## config.mk

```make
export PLATFORM = sky130hd
export DESIGN_NAME = axi4lite_master_bridge
export DESIGN_NICKNAME = d
export VERILOG_FILES = /design/src/rtl/axi4lite_pkg.sv /design/src/rtl/axil_watchdog.sv /design/src/rtl/axi4lite_master_bridge.sv
export SDC_FILE = /design/constraint.sdc
export NUM_CORES = 1
export LEC_CHECK = 0
export CORE_UTILIZATION = 44
export CTS_CLUSTER_SIZE = 40
export DETAILED_ROUTE_END_ITERATION = 6
export GPL_TIMING_DRIVEN = 0
export MAX_ROUTING_LAYER = met4
export PLACE_DENSITY = 0.83
export SYNTH_ARGS = -nofsm -noshare
export SYNTH_HDL_FRONTEND = slang
export SYNTH_SLANG_ARGS = --single-unit
```

## constraint.sdc

```tcl
create_clock -name axi_aclk -period 6.44 [get_ports axi_aclk]
set_clock_uncertainty 0.2 [all_clocks]
set_input_delay 1.288 -clock axi_aclk [delete_from_list [all_inputs] [get_ports axi_aclk]]
set_output_delay 1.288 -clock axi_aclk [all_outputs]
set_load 0.01 [all_outputs]
```

## src/rtl/axi4lite_pkg.sv

```systemverilog
// Shared definitions for the AXI4-Lite initiator bridge: response codes,
// protection default and the bridge FSM state encoding.
package axi4lite_pkg;

  localparam logic [1:0] RESP_OKAY   = 2'b00;
  localparam logic [1:0] RESP_EXOKAY = 2'b01;
  localparam logic [1:0] RESP_SLVERR = 2'b10;
  localparam logic [1:0] RESP_DECERR = 2'b11;

  localparam logic [2:0] PROT_DEFAULT = 3'b000;

  typedef enum logic [2:0] {
    ST_IDLE    = 3'd0,
    ST_WR_REQ  = 3'd1,
    ST_WR_RESP = 3'd2,
    ST_RD_REQ  = 3'd3,
    ST_RD_DATA = 3'd4,
    ST_RSP     = 3'd5
  } state_e;

endpackage

```

## src/rtl/axil_watchdog.sv

```systemverilog
// Transaction watchdog: down-counter loaded on clear, decremented while
// enabled, single-cycle expiry at terminal count. TIMEOUT=0 disables it.
module axil_watchdog #(
  parameter int unsigned TIMEOUT = 1024
) (
  input  logic axi_aclk,
  input  logic axi_aresetn,
  input  logic clr_i,
  input  logic en_i,
  output logic expired_o
);

  localparam int unsigned TO_EFF = (TIMEOUT == 0) ? 1 : TIMEOUT;
  localparam int unsigned CW     = (TO_EFF > 1) ? $clog2(TO_EFF) : 1;
  localparam logic [CW-1:0] LOAD = CW'(TO_EFF - 1);
  localparam bit ENABLED = (TIMEOUT != 0);

  logic [CW-1:0] cnt_q;

  // Load on command accept, count down while a transaction is outstanding.
  always_ff @(posedge axi_aclk or negedge axi_aresetn) begin
    if (!axi_aresetn) begin
      cnt_q <= LOAD;
    end else if (clr_i) begin
      cnt_q <= LOAD;
    end else if (en_i && (cnt_q != '0)) begin
      cnt_q <= cnt_q - CW'(1);
    end
  end

  assign expired_o = ENABLED && en_i && (cnt_q == '0);

endmodule

```

## src/rtl/axi4lite_master_bridge.sv

```systemverilog
// Single-outstanding AXI4-Lite initiator fed by a command/response port.
//
// state      | meaning
// -----------+-----------------------------------------------------------
// ST_IDLE    | ready for a command; stray B/R beats are sunk and flagged
// ST_WR_REQ  | AW and W offered, each dropped after its own handshake
// ST_WR_RESP | waiting for the B beat
// ST_RD_REQ  | AR offered until accepted
// ST_RD_DATA | waiting for the R beat
// ST_RSP     | response held on rsp_* until rsp_ready
module axi4lite_master_bridge
  import axi4lite_pkg::*;
#(
  parameter int unsigned ADDR_W  = 32,
  parameter int unsigned DATA_W  = 32,
  parameter int unsigned TIMEOUT = 1024
) (
  input  logic                axi_aclk,
  input  logic                axi_aresetn,
  input  logic                cmd_valid,
  output logic                cmd_ready,
  input  logic                cmd_write,
  input  logic [ADDR_W-1:0]   cmd_addr,
  input  logic [DATA_W-1:0]   cmd_wdata,
  input  logic [DATA_W/8-1:0] cmd_wstrb,
  output logic                rsp_valid,
  input  logic                rsp_ready,
  output logic [DATA_W-1:0]   rsp_rdata,
  output logic [1:0]          rsp_resp,
  output logic                rsp_timeout,
  output logic                busy,
  output logic                stray_err,
  output logic [ADDR_W-1:0]   m_axil_awaddr,
  output logic [2:0]          m_axil_awprot,
  output logic                m_axil_awvalid,
  input  logic                m_axil_awready,
  output logic [DATA_W-1:0]   m_axil_wdata,
  output logic [DATA_W/8-1:0] m_axil_wstrb,
  output logic                m_axil_wvalid,
  input  logic                m_axil_wready,
  input  logic [1:0]          m_axil_bresp,
  input  logic                m_axil_bvalid,
  output logic                m_axil_bready,
  output logic [ADDR_W-1:0]   m_axil_araddr,
  output logic [2:0]          m_axil_arprot,
  output logic                m_axil_arvalid,
  input  logic                m_axil_arready,
  input  logic [DATA_W-1:0]   m_axil_rdata,
  input  logic [1:0]          m_axil_rresp,
  input  logic                m_axil_rvalid,
  output logic                m_axil_rready
);

  state_e              state_q;
  logic                cmd_ready_q, awvalid_q, wvalid_q, arvalid_q;
  logic                bready_q, rready_q;
  logic [ADDR_W-1:0]   addr_q;
  logic [DATA_W-1:0]   wdata_q;
  logic [DATA_W/8-1:0] wstrb_q;
  logic                rsp_valid_q, rsp_timeout_q, stray_err_q;
  logic [DATA_W-1:0]   rsp_rdata_q;
  logic [1:0]          rsp_resp_q;

  logic accept, wd_en, wd_expired, completing, timeout_hit;
  logic aw_left, w_left;

  assign accept     = cmd_valid && cmd_ready_q;
  assign wd_en      = (state_q == ST_WR_REQ) || (state_q == ST_WR_RESP) ||
                      (state_q == ST_RD_REQ) || (state_q == ST_RD_DATA);
  assign completing = ((state_q == ST_WR_RESP) && m_axil_bvalid) ||
                      ((state_q == ST_RD_DATA) && m_axil_rvalid);
  // A B/R completion in the expiry cycle takes precedence over the watchdog.
  assign timeout_hit = wd_expired && !completing;
  assign aw_left     = awvalid_q && !m_axil_awready;
  assign w_left      = wvalid_q && !m_axil_wready;

  axil_watchdog #(.TIMEOUT(TIMEOUT)) u_watchdog (
    .axi_aclk    (axi_aclk),
    .axi_aresetn (axi_aresetn),
    .clr_i       (accept),
    .en_i        (wd_en),
    .expired_o   (wd_expired)
  );

  // Bridge FSM with all handshake and response outputs registered.
  always_ff @(posedge axi_aclk or negedge axi_aresetn) begin
    if (!axi_aresetn) begin
      state_q       <= ST_IDLE;
      cmd_ready_q   <= 1'b0;
      awvalid_q     <= 1'b0;
      wvalid_q      <= 1'b0;
      arvalid_q     <= 1'b0;
      bready_q      <= 1'b0;
      rready_q      <= 1'b0;
      addr_q        <= '0;
      wdata_q       <= '0;
      wstrb_q       <= '0;
      rsp_valid_q   <= 1'b0;
      rsp_rdata_q   <= '0;
      rsp_resp_q    <= RESP_OKAY;
      rsp_timeout_q <= 1'b0;
      stray_err_q   <= 1'b0;
    end else begin
      case (state_q)
        ST_IDLE: begin
          cmd_ready_q <= 1'b1;
          bready_q    <= 1'b1;
          rready_q    <= 1'b1;
          if ((m_axil_bvalid && bready_q) || (m_axil_rvalid && rready_q))
            stray_err_q <= 1'b1;
          if (accept) begin
            addr_q      <= cmd_addr;
            wdata_q     <= cmd_wdata;
            wstrb_q     <= cmd_wstrb;
            cmd_ready_q <= 1'b0;
            bready_q    <= 1'b0;
            rready_q    <= 1'b0;
            if (cmd_write) begin
              awvalid_q <= 1'b1;
              wvalid_q  <= 1'b1;
              state_q   <= ST_WR_REQ;
            end else begin
              arvalid_q <= 1'b1;
              state_q   <= ST_RD_REQ;
            end
          end
        end
        ST_WR_REQ: begin
          awvalid_q <= aw_left;
          wvalid_q  <= w_left;
          if (!aw_left && !w_left) begin
            bready_q <= 1'b1;
            state_q  <= ST_WR_RESP;
          end
        end
        ST_WR_RESP: begin
          if (m_axil_bvalid) begin
            rsp_resp_q    <= m_axil_bresp;
            rsp_rdata_q   <= '0;
            rsp_timeout_q <= 1'b0;
            rsp_valid_q   <= 1'b1;
            bready_q      <= 1'b0;
            state_q       <= ST_RSP;
          end
        end
        ST_RD_REQ: begin
          if (m_axil_arready) begin
            arvalid_q <= 1'b0;
            rready_q  <= 1'b1;
            state_q   <= ST_RD_DATA;
          end
        end
        ST_RD_DATA: begin
          if (m_axil_rvalid) begin
            rsp_resp_q    <= m_axil_rresp;
            rsp_rdata_q   <= m_axil_rdata;
            rsp_timeout_q <= 1'b0;
            rsp_valid_q   <= 1'b1;
            rready_q      <= 1'b0;
            state_q       <= ST_RSP;
          end
        end
        ST_RSP: begin
          if (rsp_ready) begin
            rsp_valid_q <= 1'b0;
            cmd_ready_q <= 1'b1;
            bready_q    <= 1'b1;
            rready_q    <= 1'b1;
            state_q     <= ST_IDLE;
          end
        end
        default: state_q <= ST_IDLE;
      endcase
      // Watchdog abort overrides whatever the active state decided.
      if (timeout_hit) begin
        awvalid_q     <= 1'b0;
        wvalid_q      <= 1'b0;
        arvalid_q     <= 1'b0;
        bready_q      <= 1'b0;
        rready_q      <= 1'b0;
        rsp_resp_q    <= RESP_SLVERR;
        rsp_rdata_q   <= '0;
        rsp_timeout_q <= 1'b1;
        rsp_valid_q   <= 1'b1;
        state_q       <= ST_RSP;
      end
    end
  end

  assign cmd_ready      = cmd_ready_q;
  assign rsp_valid      = rsp_valid_q;
  assign rsp_rdata      = rsp_rdata_q;
  assign rsp_resp       = rsp_resp_q;
  assign rsp_timeout    = rsp_timeout_q;
  assign busy           = (state_q != ST_IDLE);
  assign stray_err      = stray_err_q;
  assign m_axil_awaddr  = addr_q;
  assign m_axil_awprot  = PROT_DEFAULT;
  assign m_axil_awvalid = awvalid_q;
  assign m_axil_wdata   = wdata_q;
  assign m_axil_wstrb   = wstrb_q;
  assign m_axil_wvalid  = wvalid_q;
  assign m_axil_bready  = bready_q;
  assign m_axil_araddr  = addr_q;
  assign m_axil_arprot  = PROT_DEFAULT;
  assign m_axil_arvalid = arvalid_q;
  assign m_axil_rready  = rready_q;

endmodule

```

==> results.json, run 1 <==
{
  "cpMostUsedCell": "clkbuf_1",
  "synth_top_cells_by_area": "dfrtp_1 53%, mux2_2 14%, a22o_1 5.3%",
  "dieArea_um2": 12800,
  "synth_top_area_share_pct": 52.6,
  "yosysWarningCount": 0,
  "die_w_um": 113,
  "core_area_um2": 12000,
  "maxSlewViolCount": 0,
  "seq_area_um2": 3120,
  "power_density_nw_per_um2": 515,
  "final_layout_size_suffix_gt1_share_pct": 23.6,
  "holdPathStages": 1,
  "fill_cells": 810,
  "antenna_found_initial": 0,
  "htreeDepth": 4,
  "grt_pass1_vias": 4497,
  "yosysSeqAreaShare_pct": 57.5,
  "hold_slack_ps": 272,
  "first_iter_violations": 121,
  "ys_seq_elements": 124,
  "peakVddDrop_mv": 0.306,
  "cts.path.max_buffers": 2,
  "yosysUniqueCellTypes": 55,
  "dpl.hpwl_mm": 11.0,
  "grtUsageTotal_pct": 24.3,
  "r2r_cells": 7,
  "yosysTopAreaCell": "dfrtp_1",
  "critical_path_class": "reg2out",
  "p_leak_uw": 0.00380,
  "critical-path-slowest-cell": "clkdlybuf4s50_1",
  "setup_viol": 0,
  "relSlewSlack_pct": 61.9,
  "setup_ws_ps": 2880,
  "crit_fanout": 9,
  "final_nets": 822,
  "max_freq_mhz": 281,
  "grt_max_degree": 80,
  "critical_path.endpoint_type": "output pin",
  "remaining_drc_errors": 0,
  "antenna_left": 0,
  "tritoncts": "done",
  "worst_slew_pin_slew_ps": 572,
  "worstHoldStart": "stray_err",
  "synth.most_common_cell": "dfrtp_1",
  "cp.required_ps": 4950,
  "cp-start-kind": "flop",
  "synth-main-ff-cell": "dfrtp_1",
  "reg2reg_slack_ps": 3700,
  "cts_root_buf": "clkbuf_16",
  "cp_num_buf_inv": 3,
  "row_count": 40,
  "synthCells": 424,
  "syn_to_final_growth_pct": 63.0,
  "cts_made_buffers": 17,
  "maxCapViolations": 0,
  "cts.reportedPaths.clkPinSlew_ps": 50,
  "synth-edff-count": 0,
  "dr.pass1.iters": 4,
  "n_antenna_cell": 0,
  "wl_per_cell_um": 17.2,
  "ios": 264,
  "insertion_delay_ps": 410,
  "grt_overflow_total": 0,
  "ys_top_cells_by_count": "114 x dfrtp_1, 68 x mux2_2, 38 x buf_4",
  "r2r-end": "m_axil_araddr[12]",
  "start_util_pct": 45.1,
  "async_flop_share_pct": 100,
  "worstReg2RegStart": "state_q[0]",
  "path_delay_family": "buffers and inverters",
  "io_buffers": 257,
  "status": "complete, no violations",
  "cts_resized": 0,
  "hold_end": "stray_err",
  "fin_crit_sh_pct": 55.2,
  "avgSynthCellArea_um2": 12.8,
  "grt_pass1_wl_mm": 22.7,
  "multi_input_area_um2": 1880,
  "cp_slowest_stage_delay_ps": 600,
  "cts_hold_buf": 0,
  "dp_slack_ps": 2690,
  "die_h_um": 113,
  "period_minus_slack_ps": 3560,
  "netlist_area_um2": 5420,
  "wl_mm": 14.9,
  "clock_sinks": 124,
  "post_cts_buffers": 0,
  "vias_per_cell": 5.04,
  "vias": 4368,
  "gp_congestion": 0.875,
  "cp.arrival_ps": 2070,
  "cp_cell_sequence": "clkbuf_1, or3_1, clkbuf_1, clkdlybuf4s50_1",
  "hold_viol": 0,
  "hp-class": "reg2reg",
  "rsz0062_at_grt": "no"
}
## report_power, final
part | internal, uW | switching (uW) | total, uW
combinational | 1350 | 864 | 2210
sequential | 1150 | 224 | 1370
clock | 641 | 325 | 965
## kinds of logic after synthesis
logic type	share of synthesized area, %
AO/OA/AOI/OAI	11.1
XOR/XNOR	0.970
adder cells (fa/ha/maj)	0.462
buffers and inverters	8.19
flip-flops	57.5
multiplexers	14.8
other	0.0692
AND/OR/NAND/NOR	6.99
## per-layer routing
| layer | share of wire (%) | GRT usage, % | vias to the layer above |
|---|---|---|---|
| met5 | 0 | - | - |
| met4 | 2.1 | 10.1 | 0 |
| met3 | 6.8 | 6.11 | 26 |
| met2 | 53 | 41.7 | 186 |
| met1 | 39 | 27.2 | 2130 |
| li1 | - | - | 2026 |
## how the worst max path moves through the flow
stage | startpoint | to | slack (ps) | cells after the start
6_report | state_q[0] | busy | 2880 | 4
5_1_grt | state_q[0] | busy | 2830 | 4
4_1_cts | state_q[0] | busy | 2890 | 4
3_5_place_dp | m_axil_rvalid | rsp_rdata[31] | 2690 | 7
3_3_place_gp | axi_aresetn | m_axil_wdata[18] | -850 | 1
2_1_floorplan | m_axil_rvalid | rsp_rdata[22] | 3520 | 6
## cell usage in the layout (no fill, tap or decap), drive strengths merged, types with 3 or more instances in the layout
cell / synthesis / routed
a21oi: 11 / 11
nor2: 16 / 16
nor3: 6 / 6
or3: 4 / 4
mux2: 69 / 69
nand4: 4 / 4
conb: 1 / 6
xor2: 4 / 4
clkdlybuf4s50: 0 / 256
dfrtp: 114 / 114
a21o: 4 / 4
a211oi: 3 / 3
and3: 4 / 4
dfstp: 10 / 10
buf: 50 / 52
nand2: 15 / 15
inv: 8 / 8
nand3b: 5 / 5
a22o: 33 / 33
nand2b: 3 / 3
clkbuf: 15 / 42
o21ai: 9 / 9
nand3: 4 / 4
o22ai: 3 / 3
## layout make-up
class | instances | share of cell area [%]
sequential | 124 | 35.3
timing repair buffer | 258 | 29.4
multi-input combinational | 232 | 21.3
clock buffer | 27 | 6.03
buffer | 65 | 4.69
tap | 147 | 2.08
clock inverter | 5 | 0.878
inverter | 8 | 0.340
## flip-flops by register name, summed over array words and instances (netlist names), 2 cells and up
signal and cells:
rsp_resp 2, m_axil_araddr 32, m_axil_wdata 32, u_watchdog.cnt_q 10, rsp_rdata 32, state_q 3, m_axil_wstrb 4
## stage by stage
step	area (um2)	setup TNS [ps]	utilization, %	total power [uW]	cells
after global placement	8200	-96150	68.2	3520	833
final	8830	0	73.6	4550	866
after floorplan	5440	0	-	2410	429
after CTS	8830	0	73.6	4580	866
after detailed placement	8220	0	68.5	3590	834
after global routing	8830	0	73.6	4780	866
## worst register-to-register path, stage by stage (launching register included)
cell      delay, ps
dfrtp_1         320
clkbuf_1        290
or3_1           160
clkbuf_1        280
or2_1           160
clkbuf_1        450
buf_2           390
mux2_2          390
Note: power is estimated with default switching activity, not from simulation.
==> run 2, diff against run 1 <==
Settings changed: CORE_UTILIZATION 44 to 37, PLACE_DENSITY 0.83 to 0.74.
Clock period 6.44 ns to 3.1 ns, I/O delays scaled along.
==> run 2 against run 1 <==
  * Combinational power increased by 110%
  * First-iteration DRC count rose by 83%
  * Largest cell class unchanged
  * Utilization fell by 10 points
  * Critical path depth unchanged
  * Clock power grew 120%
==> results.json, run 2 (synthesized netlist as in run 1, its figures left out) <==
{
  "status": "complete, no violations",
  "cp.required_ps": 2280,
  "grt_max_degree": 83,
  "n_antenna_cell": 0,
  "layout_common_cells": "256 x clkdlybuf4s50_1, 114 x dfrtp_1, 68 x mux2_2, 38 x buf_4, 33 x a22o_1",
  "antenna_left": 0,
  "wl_per_cell_um": 17.0,
  "dp.cells": 867,
  "critical_path.endpoint_type": "output pin",
  "dr.pass1.iters": 4,
  "period_minus_slack_ps": 2890,
  "final_core_util_pct": 63.2,
  "grt_overflow_total": 0,
  "ios": 264,
  "cp.arrival_ps": 2070,
  "hp-class": "reg2reg",
  "cts_made_buffers": 17,
  "final_common_cell": "clkdlybuf4s50_1",
  "hold_viol": 0,
  "cpMostUsedCell": "clkbuf_1",
  "vias_per_cell": 4.91,
  "cp-start-kind": "flop",
  "dp_slack_ps": 35.3,
  "core_area_um2": 14100,
  "antenna_found_initial": 0,
  "remaining_drc_errors": 0,
  "finalNonFillerCells": 900,
  "final_layout_size_suffix_gt1_share_pct": 23.9,
  "hold_slack_ps": 294,
  "worst_slew_pin_slew_ps": 627,
  "final_nets": 823,
  "path_delay_family": "buffers and inverters",
  "peakVddDrop_mv": 0.663,
  "crit_fanout": 9,
  "power_density_nw_per_um2": 1070,
  "relSlewSlack_pct": 58.2,
  "fill_cells": 1113,
  "grt_pass1_wl_mm": 23.4,
  "cts_root_buf": "clkbuf_16",
  "fin_crit_sh_pct": 93.1,
  "grtUsageTotal_pct": 21.1,
  "die_w_um": 123,
  "critical-path-slowest-cell": "clkdlybuf4s50_1",
  "max_freq_mhz": 347,
  "die_h_um": 123,
  "cp_slowest_stage_delay_ps": 600,
  "syn_to_final_growth_pct": 64.4,
  "cts.reportedPaths.clkPinSlew_ps": 60,
  "dieArea_um2": 15100,
  "setup_ws_ps": 214,
  "grt_pass1_vias": 4636,
  "clock_sinks": 124,
  "row_count": 43,
  "tritoncts": "done",
  "vias": 4416,
  "setup_viol": 0,
  "io_buffers": 257,
  "gp_congestion": 0.876,
  "cts.path.max_buffers": 2,
  "critical_path_class": "reg2out",
  "wl_mm": 15.3,
  "dpl.hpwl_mm": 11.3,
  "p_leak_uw": 0.00381,
  "insertion_delay_ps": 410,
  "htreeDepth": 4,
  "start_util_pct": 38.5,
  "maxSlewViolCount": 0,
  "rsz0062_at_grt": "no",
  "cp_num_buf_inv": 3,
  "first_iter_violations": 221,
  "maxCapViolations": 0,
  "cp_cell_sequence": "clkbuf_1, or3_1, clkbuf_1, clkdlybuf4s50_1"
}
-- run 2: worst paths after layout --
check                               endpoint  cells past startpoint   startpoint  slack (ps)
setup / recovery                        busy                      4   state_q[0]         210
hold / removal                   rsp_resp[0]                      2  rsp_resp[0]         290
setup reg to reg           m_axil_araddr[17]                      7   state_q[0]         480
hold reg to reg                  rsp_resp[0]                      2  rsp_resp[0]         290
max in group asynchronous    m_axil_wdata[3]                      3  axi_aresetn        1460
min in group asynchronous      rsp_rdata[30]                      2  axi_aresetn         500
-- run 2: final cells by class --
| cell class | instances | area (um2) | area share [%] |
|---|---|---|---|
| inverter | 8 | 30.0 | 0.337 |
| timing repair buffer | 259 | 2610 | 29.3 |
| clock inverter | 11 | 164 | 1.84 |
| multi-input combinational | 232 | 1880 | 21.1 |
| sequential | 124 | 3120 | 35.0 |
| clock buffer | 21 | 470 | 5.28 |
| buffer | 65 | 414 | 4.65 |
| tap | 180 | 225 | 2.53 |
-- run 2: metrics by stage --
step | total power (uW) | setup TNS, ps | area (um2)
2_1_floorplan | 5010 | 0 | 5440
3_3_place_gp | 7360 | -433130 | 8240
3_5_place_dp | 7480 | 0 | 8270
4_1_cts | 9660 | 0 | 8910
5_1_grt | 10100 | 0 | 8910
6_report | 9560 | 0 | 8910
-- run 2: what timing repair did --
item,CTS,global route
resized for setup,0,0
hold endpoints to repair,42,0
setup buffers,0,0
hold buffers,1,0
-- run 2: metal layers --
layer / global-route usage (%) / vias up / share of wire (%)
met1: 23.8 / 2153 / 39
met4: 8.96 / 0 / 2.3
met5: - / - / 0
met2: 34.5 / 202 / 50
met3: 6.87 / 24 / 8.3
li1: - / 2037 / -
-- run 2: where the power goes --
| group | leakage [uW] | internal (uW) | switching (uW) |
|---|---|---|---|
| clock | 0.000309 | 1410 | 704 |
| combinational | 0.00201 | 2800 | 1790 |
| sequential | 0.00149 | 2380 | 471 |
-- run 2: worst register-to-register path: stages (launching register included) --
cell      delay (ps)
dfrtp_1          320
clkbuf_1         320
or3_1            170
clkbuf_1         260
or2_1            150
clkbuf_1         380
buf_2            350
mux2_2           370
==> run 3, diff against run 2 <==
Settings changed: CORE_ASPECT_RATIO set to 0.9.
==> run 3 against run 2 <==
  * Die area barely moved
  * Utilization down 0.34 points
  * Wire length is 3.1% lower
  * Critical endpoint unchanged
  * Highest routed layer unchanged
  * Global-route usage fell by 0.78 points
  * Largest power group unchanged
  * Non-clock buffer count is the same
  * Critical path type unchanged
==> results.json, run 3 (synthesized netlist as in run 1, its figures left out) <==
{
  "remaining_drc_errors": 0,
  "row_count": 41,
  "hp-class": "reg2reg",
  "insertion_delay_ps": 410,
  "antenna_left": 0,
  "critical_path.endpoint_type": "output pin",
  "maxSlewViolCount": 0,
  "power_density_nw_per_um2": 1060,
  "peakVddDrop_mv": 0.611,
  "ios": 264,
  "cts_made_buffers": 17,
  "cp-start-kind": "flop",
  "tritoncts": "done",
  "dieArea_um2": 15100,
  "max_freq_mhz": 352,
  "htreeDepth": 4,
  "start_util_pct": 38.3,
  "fin_crit_sh_pct": 91.6,
  "worst_slew_pin_slew_ps": 542,
  "vias": 4313,
  "grt_overflow_total": 0,
  "die_w_um": 130,
  "die_h_um": 117,
  "final_layout_size_suffix_gt1_share_pct": 24.0,
  "clock_sinks": 124,
  "grt_pass1_wl_mm": 22.4,
  "rsz0062_at_grt": "no",
  "hold_slack_ps": 280,
  "layout_common_cells": "256 x clkdlybuf4s50_1, 114 x dfrtp_1, 68 x mux2_2, 38 x buf_4, 33 x a22o_1",
  "cp.required_ps": 2280,
  "wl_per_cell_um": 16.2,
  "fill_cells": 1120,
  "grt_pass1_vias": 4319,
  "antenna_found_initial": 0,
  "gp_congestion": 0.874,
  "maxCapViolations": 0,
  "cts.reportedPaths.clkPinSlew_ps": 60,
  "setup_tns_ps": 0,
  "first_iter_violations": 151,
  "dpl.hpwl_mm": 11.0,
  "core_area_um2": 14200,
  "final_common_cell": "clkdlybuf4s50_1",
  "period_minus_slack_ps": 2840,
  "wl_mm": 14.8,
  "grtUsageTotal_pct": 20.4,
  "grt_max_degree": 86,
  "crit_fanout": 9,
  "vias_per_cell": 4.72,
  "cp.arrival_ps": 2020,
  "cts.path.max_buffers": 2,
  "syn_to_final_growth_pct": 64.2,
  "n_antenna_cell": 0,
  "relSlewSlack_pct": 63.7,
  "critical_path_class": "reg2out",
  "dr.pass1.iters": 4,
  "io_buffers": 257,
  "status": "complete, no violations",
  "final_core_util_pct": 62.9,
  "p_leak_uw": 0.00379,
  "setup_viol": 0,
  "final_nets": 823,
  "hold_viol": 0,
  "cts_root_buf": "clkbuf_16"
}
## run 3: changes by cell type in the layout (fill, tap and decap cells not counted)
cell and change:
clkinv_4 +3, clkbuf_8 -2, clkinvlp_4 +2, bufinv_16 -1, clkbuf_1 -1, clkinv_2 -1
## run 3: routing by layer
metal	vias to the layer above	share of wire (%)	GRT usage, %
li1	2030	-	-
met4	0	1.8	8.14
met5	-	0	-
met3	21	6.3	5.91
met2	186	50	33.4
met1	2076	41	23.6
## run 3: layout make-up
type / instances / area, um2 / share of cell area, %
inverters: 8 / 30.0 / 0.337
clock buffers: 18 / 439 / 4.93
plain buffers: 65 / 414 / 4.65
flip-flops and latches: 124 / 3120 / 35.0
multi-input cells: 232 / 1880 / 21.1
well taps: 193 / 241 / 2.71
repair buffers: 259 / 2610 / 29.3
clock inverters: 14 / 170 / 1.91
## run 3: where the power goes
group	internal, uW	total (uW)	switching [uW]
registers	2380	2850	469
clock network	1290	2030	741
logic	2800	4580	1770
## run 3: timing repair
action | in CTS | in global routing
buffers inserted | 0 | 0
hold buffers | 1 | 0
hold endpoints to repair | 39 | 0
resized for setup | 0 | 0
## run 3: path summary, 6_finish.rpt
check	start	end	slack, ps	depth (start not counted)
max	state_q[0]	busy	260	4
min	rsp_timeout	rsp_timeout	280	1
max reg2reg	state_q[0]	m_axil_araddr[16]	500	7
min reg2reg	rsp_timeout	rsp_timeout	280	1
max in group asynchronous	axi_aresetn	u_watchdog.cnt_q[0]	1460	3
min in group asynchronous	axi_aresetn	m_axil_rready	490	2
## run 3: critical path, cell delays in order, from the launching register on
cell and delay (ps):
dfrtp_1 350, clkbuf_1 180, or3_1 370, clkbuf_1 190, clkdlybuf4s50_1 520
## run 3: stage by stage
stage | instance area [um2] | worst slack (ps) | instances | power (uW)
final | 8900 | 261 | 913 | 9450
after global routing | 8900 | 100 | 913 | 10000
after CTS | 8900 | 240 | 913 | 9550
after detailed placement | 8280 | -24.0 | 880 | 7460
after global placement | 8250 | -3580 | 879 | 7340
after floorplan | 5440 | 848 | 429 | 5010
